`src/rtl/fejkon_fc_stats_pkg.sv`:
```
// rtl/fejkon_fc_stats_pkg.sv - shared constants and beat layout for the FC statistics stage
//
// Purpose: CSR register indices, control address, beat geometry and counter
// widths used by fejkon_fc_stats and its testbench-facing CSR map.
package fejkon_fc_stats_pkg;

  localparam int unsigned BEAT_BYTES  = 32;
  localparam int unsigned CNT_WIDTH   = 32;
  localparam int unsigned DATA_WIDTH  = 256;
  localparam int unsigned CHAN_WIDTH  = 4;
  localparam int unsigned EMPTY_WIDTH = 5;

  // Register index within a channel's 4-word CSR window (address[1:0]).
  localparam logic [1:0] FRAMES = 2'd0;
  localparam logic [1:0] BYTES  = 2'd1;
  localparam logic [1:0] ERRORS = 2'd2;
  localparam logic [1:0] STATUS = 2'd3;

  // Control/status word: read = bad_chan, write bit0 = clear all.
  localparam logic [7:0] CTRL_ADDR = 8'h40;

  typedef struct packed {
    logic [DATA_WIDTH-1:0]  data;
    logic [CHAN_WIDTH-1:0]  channel;
    logic                   sop;
    logic                   eop;
    logic [EMPTY_WIDTH-1:0] empty;
  } fc_beat_t;

  localparam int unsigned BEAT_WIDTH = $bits(fc_beat_t);

  // Valid payload bytes carried by one beat; empty only applies on EOP.
  function automatic logic [CNT_WIDTH-1:0] beat_bytes(input logic eop,
                                                      input logic [EMPTY_WIDTH-1:0] empty);
    return eop ? (CNT_WIDTH'(BEAT_BYTES) - CNT_WIDTH'(empty)) : CNT_WIDTH'(BEAT_BYTES);
  endfunction

endpackage

```
`src/rtl/fejkon_st_skid.sv`:
```
// rtl/fejkon_st_skid.sv - generic two-entry Avalon-ST skid buffer
//
// Purpose: registered pass-through of an opaque payload with full throughput
// and a registered ready.
// Ports:
//   clk_i, reset_i        clock, synchronous active-high reset
//   in_data_i/valid_i     sink payload and valid; in_ready_o registered ready
//   out_data_o/valid_o    source payload and valid; out_ready_i source ready
module fejkon_st_skid #(
  parameter int unsigned WIDTH = 267
) (
  input  logic             clk_i,
  input  logic             reset_i,
  input  logic [WIDTH-1:0] in_data_i,
  input  logic             in_valid_i,
  output logic             in_ready_o,
  output logic [WIDTH-1:0] out_data_o,
  output logic             out_valid_o,
  input  logic             out_ready_i
);

  logic [WIDTH-1:0] out_data_q, out_data_d;
  logic [WIDTH-1:0] skid_data_q, skid_data_d;
  logic             out_valid_q, out_valid_d;
  logic             skid_valid_q, skid_valid_d;
  logic             ready_q, ready_d;
  logic             accept, out_free;

  always_comb begin
    accept       = in_valid_i && ready_q;
    out_free     = !out_valid_q || out_ready_i;
    out_data_d   = out_data_q;
    skid_data_d  = skid_data_q;
    out_valid_d  = out_valid_q;
    skid_valid_d = skid_valid_q;

    if (out_free) begin
      // ready_q is low whenever the skid holds a beat, so a refill from the
      // skid never coincides with a new acceptance.
      if (skid_valid_q) begin
        out_data_d   = skid_data_q;
        out_valid_d  = 1'b1;
        skid_valid_d = 1'b0;
      end else if (accept) begin
        out_data_d  = in_data_i;
        out_valid_d = 1'b1;
      end else begin
        out_valid_d = 1'b0;
      end
    end else if (accept) begin
      skid_data_d  = in_data_i;
      skid_valid_d = 1'b1;
    end

    ready_d = !skid_valid_d;
  end

  always_ff @(posedge clk_i) begin
    if (reset_i) begin
      out_valid_q  <= 1'b0;
      skid_valid_q <= 1'b0;
      ready_q      <= 1'b0;
    end else begin
      out_valid_q  <= out_valid_d;
      skid_valid_q <= skid_valid_d;
      ready_q      <= ready_d;
    end
  end

  // Payload registers carry no reset; they are qualified by the valid bits.
  always_ff @(posedge clk_i) begin
    out_data_q  <= out_data_d;
    skid_data_q <= skid_data_d;
  end

  assign in_ready_o  = ready_q;
  assign out_data_o  = out_data_q;
  assign out_valid_o = out_valid_q;

endmodule

```
`src/rtl/fejkon_fc_stats.sv`:
```
// rtl/fejkon_fc_stats.sv - per-channel FC frame/byte/error statistics on the 256-bit stream
//
// Purpose: forwards every beat unchanged through a skid buffer and counts
// frames, bytes and framing errors per channel, exposed on a CSR port.
// Ports:
//   clk, reset           clock, synchronous active-high reset
//   st_in_*              Avalon-ST sink (data/channel/sop/eop/empty/valid, ready out)
//   st_out_*             Avalon-ST source, copies of accepted input beats
//   csr_*                word-addressed CSR port, read latency 1
module fejkon_fc_stats
  import fejkon_fc_stats_pkg::*;
#(
  parameter int unsigned NUM_CHANNELS = 4,
  parameter int unsigned ERR_WIDTH    = 16
) (
  input  logic         clk,
  input  logic         reset,
  input  logic [255:0] st_in_data,
  input  logic [3:0]   st_in_channel,
  input  logic         st_in_startofpacket,
  input  logic         st_in_endofpacket,
  input  logic [4:0]   st_in_empty,
  input  logic         st_in_valid,
  output logic         st_in_ready,
  output logic [255:0] st_out_data,
  output logic [3:0]   st_out_channel,
  output logic         st_out_startofpacket,
  output logic         st_out_endofpacket,
  output logic [4:0]   st_out_empty,
  output logic         st_out_valid,
  input  logic         st_out_ready,
  input  logic [7:0]   csr_address,
  input  logic         csr_read,
  input  logic         csr_write,
  input  logic [31:0]  csr_writedata,
  output logic [31:0]  csr_readdata
);

  fc_beat_t in_beat, out_beat;

  assign in_beat = '{data:    st_in_data,
                     channel: st_in_channel,
                     sop:     st_in_startofpacket,
                     eop:     st_in_endofpacket,
                     empty:   st_in_empty};

  fejkon_st_skid #(
    .WIDTH (BEAT_WIDTH)
  ) u_skid (
    .clk_i       (clk),
    .reset_i     (reset),
    .in_data_i   (in_beat),
    .in_valid_i  (st_in_valid),
    .in_ready_o  (st_in_ready),
    .out_data_o  (out_beat),
    .out_valid_o (st_out_valid),
    .out_ready_i (st_out_ready)
  );

  assign st_out_data          = out_beat.data;
  assign st_out_channel       = out_beat.channel;
  assign st_out_startofpacket = out_beat.sop;
  assign st_out_endofpacket   = out_beat.eop;
  assign st_out_empty         = out_beat.empty;

  logic [CNT_WIDTH-1:0]    frames_q  [NUM_CHANNELS];
  logic [CNT_WIDTH-1:0]    frames_d  [NUM_CHANNELS];
  logic [CNT_WIDTH-1:0]    bytes_q   [NUM_CHANNELS];
  logic [CNT_WIDTH-1:0]    bytes_d   [NUM_CHANNELS];
  logic [ERR_WIDTH-1:0]    errors_q  [NUM_CHANNELS];
  logic [ERR_WIDTH-1:0]    errors_d  [NUM_CHANNELS];
  logic [NUM_CHANNELS-1:0] in_packet_q, in_packet_d;
  logic [CNT_WIDTH-1:0]    bad_chan_q, bad_chan_d;
  logic [31:0]             readdata_q, readdata_d;

  logic accept, clear, chan_ok, ip, frame_err;

  assign accept  = st_in_valid && st_in_ready;
  assign clear   = csr_write && (csr_address == CTRL_ADDR) && csr_writedata[0];
  assign chan_ok = {28'd0, st_in_channel} < NUM_CHANNELS;

  logic unused_wdata;
  assign unused_wdata = ^csr_writedata[31:1];

  always_comb begin
    frames_d    = frames_q;
    bytes_d     = bytes_q;
    errors_d    = errors_q;
    in_packet_d = in_packet_q;
    bad_chan_d  = bad_chan_q;
    ip          = 1'b0;
    frame_err   = 1'b0;

    // A clear in the same cycle as an accepted beat wins; the beat is dropped
    // from the statistics but still forwarded.
    if (clear) begin
      for (int c = 0; c < NUM_CHANNELS; c++) begin
        frames_d[c] = '0;
        bytes_d[c]  = '0;
        errors_d[c] = '0;
      end
      in_packet_d = '0;
      bad_chan_d  = '0;
    end else if (accept) begin
      if (!chan_ok && (bad_chan_q != {CNT_WIDTH{1'b1}})) begin
        bad_chan_d = bad_chan_q + CNT_WIDTH'(1);
      end
      for (int c = 0; c < NUM_CHANNELS; c++) begin
        if (st_in_channel == CHAN_WIDTH'(c)) begin
          ip = in_packet_q[c];
          bytes_d[c] = bytes_q[c] + beat_bytes(st_in_endofpacket, st_in_empty);
          if (st_in_endofpacket && (ip || st_in_startofpacket)) begin
            frames_d[c] = frames_q[c] + CNT_WIDTH'(1);
          end
          // Restarted frame (SOP inside a frame) or orphan beat outside one.
          frame_err = (st_in_startofpacket && ip) || (!st_in_startofpacket && !ip);
          if (frame_err && (errors_q[c] != {ERR_WIDTH{1'b1}})) begin
            errors_d[c] = errors_q[c] + ERR_WIDTH'(1);
          end
          if (st_in_endofpacket) begin
            in_packet_d[c] = 1'b0;
          end else if (st_in_startofpacket) begin
            in_packet_d[c] = 1'b1;
          end
        end
      end
    end
  end

  always_comb begin
    readdata_d = '0;
    if (csr_address == CTRL_ADDR) begin
      readdata_d = bad_chan_q;
    end
    for (int c = 0; c < NUM_CHANNELS; c++) begin
      if (csr_address[7:2] == 6'(c)) begin
        case (csr_address[1:0])
          FRAMES:  readdata_d = frames_q[c];
          BYTES:   readdata_d = bytes_q[c];
          ERRORS:  readdata_d = 32'(errors_q[c]);
          STATUS:  readdata_d = {31'd0, in_packet_q[c]};
          default: readdata_d = '0;
        endcase
      end
    end
  end

  always_ff @(posedge clk) begin
    if (reset) begin
      for (int c = 0; c < NUM_CHANNELS; c++) begin
        frames_q[c] <= '0;
        bytes_q[c]  <= '0;
        errors_q[c] <= '0;
      end
      in_packet_q <= '0;
      bad_chan_q  <= '0;
      readdata_q  <= '0;
    end else begin
      frames_q    <= frames_d;
      bytes_q     <= bytes_d;
      errors_q    <= errors_d;
      in_packet_q <= in_packet_d;
      bad_chan_q  <= bad_chan_d;
      if (csr_read) begin
        readdata_q <= readdata_d;
      end
    end
  end

  assign csr_readdata = readdata_q;

endmodule

```
`config.mk`:
```
export PLATFORM = sky130hd
export DESIGN_NAME = fejkon_fc_stats
export DESIGN_NICKNAME = d
export VERILOG_FILES = /design/src/rtl/fejkon_fc_stats_pkg.sv /design/src/rtl/fejkon_st_skid.sv /design/src/rtl/fejkon_fc_stats.sv
export SDC_FILE = /design/constraint.sdc
export NUM_CORES = 1
export LEC_CHECK = 0
export CAP_MARGIN = 20
export CORE_MARGIN = 2
export CORE_UTILIZATION = 45
export DETAILED_ROUTE_END_ITERATION = 8
export GPL_TIMING_DRIVEN = 0
export PLACE_DENSITY = 0.8
export REMOVE_ABC_BUFFERS = 1
export SYNTH_ARGS = -nofsm -noshare
export SYNTH_HDL_FRONTEND = slang
export SYNTH_HIERARCHICAL = 1
export SYNTH_SLANG_ARGS = --single-unit
```
`constraint.sdc`:
```
create_clock -name clk -period 28.3 [get_ports clk]
set_input_delay 2.83 -clock clk [delete_from_list [all_inputs] [get_ports clk]]
set_output_delay 2.83 -clock clk [all_outputs]
set_load 0.02 [all_outputs]
```
==> results of run 1 <==
[per-layer routing]
layer	track usage [%]	wire length [um]	part of all wire, %	up-vias
li1	-	-	-	13290
met1	27.16	42500	38	13970
met2	39.34	55160	49	1092
met3	6.698	9195	8.1	297
met4	12.53	6079	5.4	30
met5	0	211	0.19	-
[final cells by class]
| class | instances | area, um2 |
|---|---|---|
| antenna | 7 | 17.52 |
| clock buffer | 134 | 2813 |
| clock inverter | 54 | 539.3 |
| fill | 7122 | 38630 |
| inverter | 74 | 277.8 |
| multi-input combinational | 2161 | 16110 |
| sequential | 925 | 23870 |
| tap | 1176 | 1471 |
| timing repair buffer | 619 | 6568 |
[cells by family (layout without fill, tap and decap cells)]
family,Yosys count,count (layout)
AO/OA/AOI/OAI,363,363
buffers and inverters,239,881
AND/OR/NAND/NOR,1077,1077
multiplexers,387,387
XOR/XNOR,297,297
adder cells (fa/ha/maj),37,37
other,0,7
flip-flops,925,925
[power by group through the flow]
stage	logic [mW]	registers, mW	clock network (mW)
after floorplan	0.0642	1.52	0
after global placement	0.211	1.51	0
after detailed placement	0.217	1.49	0
after CTS	0.219	1.46	1.36
after global routing	0.229	1.46	1.41
final	0.219	1.46	1.33
[stage by stage]
step / instances / setup slack (ps) / util [%]
3_3_place_gp: 4918 / -5039 / 52.61
4_1_cts: 5140 / 21230 / 57.16
2_1_floorplan: 3160 / 6277 / -
5_1_grt: 5146 / 21010 / 57.20
6_report: 5150 / 21150 / 57.22
3_5_place_dp: 4952 / 20520 / 53.45
[sequential cells by signal, indices dropped and copies added, names as in the netlist]
signal and flops:
u_skid/skid_data_q 267, frames_q 128, bad_chan_q 32, csr_readdata 32, bytes_q 128, u_skid/in_ready_o 1
u_skid/out_data_o 267, u_skid/out_valid_o 1, u_skid/skid_valid_q 1, in_packet_q 4, errors_q 64
[final timing paths]
path,start,endpoint,depth (start not counted)
worst max-delay path,st_in_endofpacket,bytes_q[89],11
worst min register to register,bytes_q[0],bytes_q[0],2
worst max register to register,u_skid/in_ready_o,frames_q[127],7
worst min-delay path,bytes_q[0],bytes_q[0],2
[worst max-delay path: cells and delay by family]
family	cells	cell delay [ps]
AOI/OAI and AO/OA	5	1720
and+or+nand+nor	3	1180
buffers and inverters	2	1720
adders and majority gates	1	290
[placed cells by master, fill, tap and decap left out, types with 70 or more instances in the layout]
master and instances:
a211oi_1 70, a21oi_1 116, clkbuf_16 102, clkdlybuf4s50_1 577
dfxtp_1 390, edfxtp_1 534, inv_1 74, mux2_4 201
mux2i_1 98, nand2_1 161, nand3_1 113, nand4_1 85
nor2_1 445, xnor2_1 108, xor2_1 189
==> impl_metrics.py, run 1 <==
metrics = {
    "clock_network": {
        "ctsHoldBuffers": 0,
        "clockRootBuffer": "clkbuf_16",
        "clk_path_buf_depth": 3,
        "postCtsSetupRepairBufs": 0,
        "cts_tree": "done",
        "cts.sinks": 925,
        "insertion_delay_ps": 690,
        "cts_inserted_buffers": 100,
        "cts_resized": 0,
        "cts_max_level": 3,
        "cts.clk_slew.worst_paths_ps": 60,
    },
    "detailed_routing": {
        "vias": 28680,
        "routed_wl_um": 113100,
        "drtPass1Iterations": 5,
        "wl_per_cell_um": 21.97,
        "drc_errors": 0,
        "drt_iter0_markers": 2459,
        "ant_nets": 0,
        "viasPerCell": 5.569,
    },
    "global_route": {
        "globalRouteOverflowTotal": 0,
        "antenna_found_initial": 25,
        "grt_pass1_wl_um": 169400,
        "grt_util_all_layers_pct": 23.45,
        "grt_pass1_vias": 27690,
        "grt_max_degree": 81,
    },
    "power_and_ir_drop": {
        "power.share.clock_pct": 44.3,
        "p_sw_uw": 677.7,
        "power_density_nw_per_um2": 58.31,
        "power_mw": 3.012,
        "swShare_pct": 22.50,
        "leakagePower_nw": 17.71,
        "p_int_mw": 2.334,
        "irDropWorstVdd_uv": 51.08,
        "combPwrFrac_pct": 7.3,
        "power_frac_seq_pct": 48.5,
    },
    "yosys": {
        "synth-main-ff-cell": "edfxtp_1",
        "synth_area_per_cell_um2": 12.37,
        "yosysUniqueCellTypes": 84,
        "synth_simple_gate_area_share_pct": 13.03,
        "synth_commonest_cells": "edfxtp_1 (534), nor2_1 (446), dfxtp_1 (391)",
        "yosysMostFrequentCell": "edfxtp_1",
        "synthCells": 3325,
        "yosysTopAreaCellShare_pct": 38.98,
        "ys_seq_area_share_pct": 58.01,
        "synth_warnings": 6,
        "synth_edf_count": 534,
        "synth_mux_area_share_pct": 12.68,
        "synth-compound-area-share_pct": 5.825,
        "synth_adder_area_share_pct": 1.180,
        "synth_seq_cells": 925,
        "synth.area.top_cells": "edfxtp_1 (39%), dfxtp_1 (19%), mux2_4 (7.3%), nor2_1 (4.1%), xor2_1 (4.0%)",
        "synthesis.area_um2": 41140,
        "yosysTopAreaCell": "edfxtp_1",
        "synth_top_family_by_area": "simple AND/OR/NAND/NOR gates",
        "async_flop_share_pct": 0,
        "synthXorXnorAreaFrac_pct": 6.323,
    },
    "final_layout": {
        "areaGrowthSynthToFinish_pct": 25.58,
        "drive_gt1_share_pct": 13.51,
        "nNetsFinal": 4228,
        "design_area_um2": 51660,
    },
    "run": {
        "timing.max_cap.violations": 0,
    },
    "sta": {
        "fmax_mhz": 139.9,
        "setup_viol_count_final": 0,
        "tns_ps": 0,
        "final.setup_skew_ps": 19.34,
        "period_minus_slack_ps": 7146,
        "hold_viol": 0,
        "min_period_over_period_pct": 25.25,
        "slew-limit-headroom_pct": 24.31,
        "rsz0062_at_grt": "false",
        "worst_slew_pin_slew_ps": 1132,
        "maxSlewViolCount": 0,
        "holdWs_ps": 480.2,
    },
    "floorplan": {
        "die_h_um": 306.4,
        "start_util_pct": 45.56,
        "rows": 110,
        "fp.dieW_um": 306.4,
        "coreArea_um2": 90290,
        "io_pins": 614,
        "die-area_um2": 93850,
    },
    "placed_design": {
        "routabilityCongestion": 0.8670,
        "detailed_place_hpwl_um": 80220,
        "placed_area_um2": 48260,
        "port-buffer-count": 582,
    },
    "worst_setup_path": {
        "critPathMaxStageDelay_ps": 1210,
        "cp.required_ps": 28920,
        "cp-end-kind": "register",
        "worstPathArrival_ps": 7770,
        "r2r_slack_ps": 24510,
        "start_kind": "input port",
        "cp_slowest_cell": "clkdlybuf4s50_1",
        "cp_max_fo": 24,
        "cp_cell_sequence": "clkdlybuf4s50_1 -> inv_1 -> nor2_1 -> ha_1 -> a21oi_1 -> o31ai_1 -> a31oi_1 -> a211oi_2 -> nand3_1 -> or3_1 -> a21oi_1",
        "crit_top_cell": "a21oi_1",
        "crit_type": "input port to register",
    },
    "worst_hold_path": {
        "hold_class": "register to register",
    },
    "outcome": {
        "status": "finished clean",
    },
}
No activity file was read; power rests on OpenSTA's default activity.
==> inputs of run 2 (changes only) <==
==> constraint.sdc (replaced) <==
create_clock -name clk -period 7 [get_ports clk]
set_input_delay 0.7 -clock clk [delete_from_list [all_inputs] [get_ports clk]]
set_output_delay 0.7 -clock clk [all_outputs]
set_load 0.02 [all_outputs]
==> results of run 2 <==
The final DEF is identical to that of run 1. Status: finished clean.
Main changes from that run: setup slack after placement 20520 ps -> 1352 ps; setup slack after layout 21150 ps -> 1985 ps; register-to-register setup slack 24510 ps -> 3210 ps; total power 3.012 mW -> 12.18 mW; worst IR drop on VDD 51.08 uV -> 206.5 uV
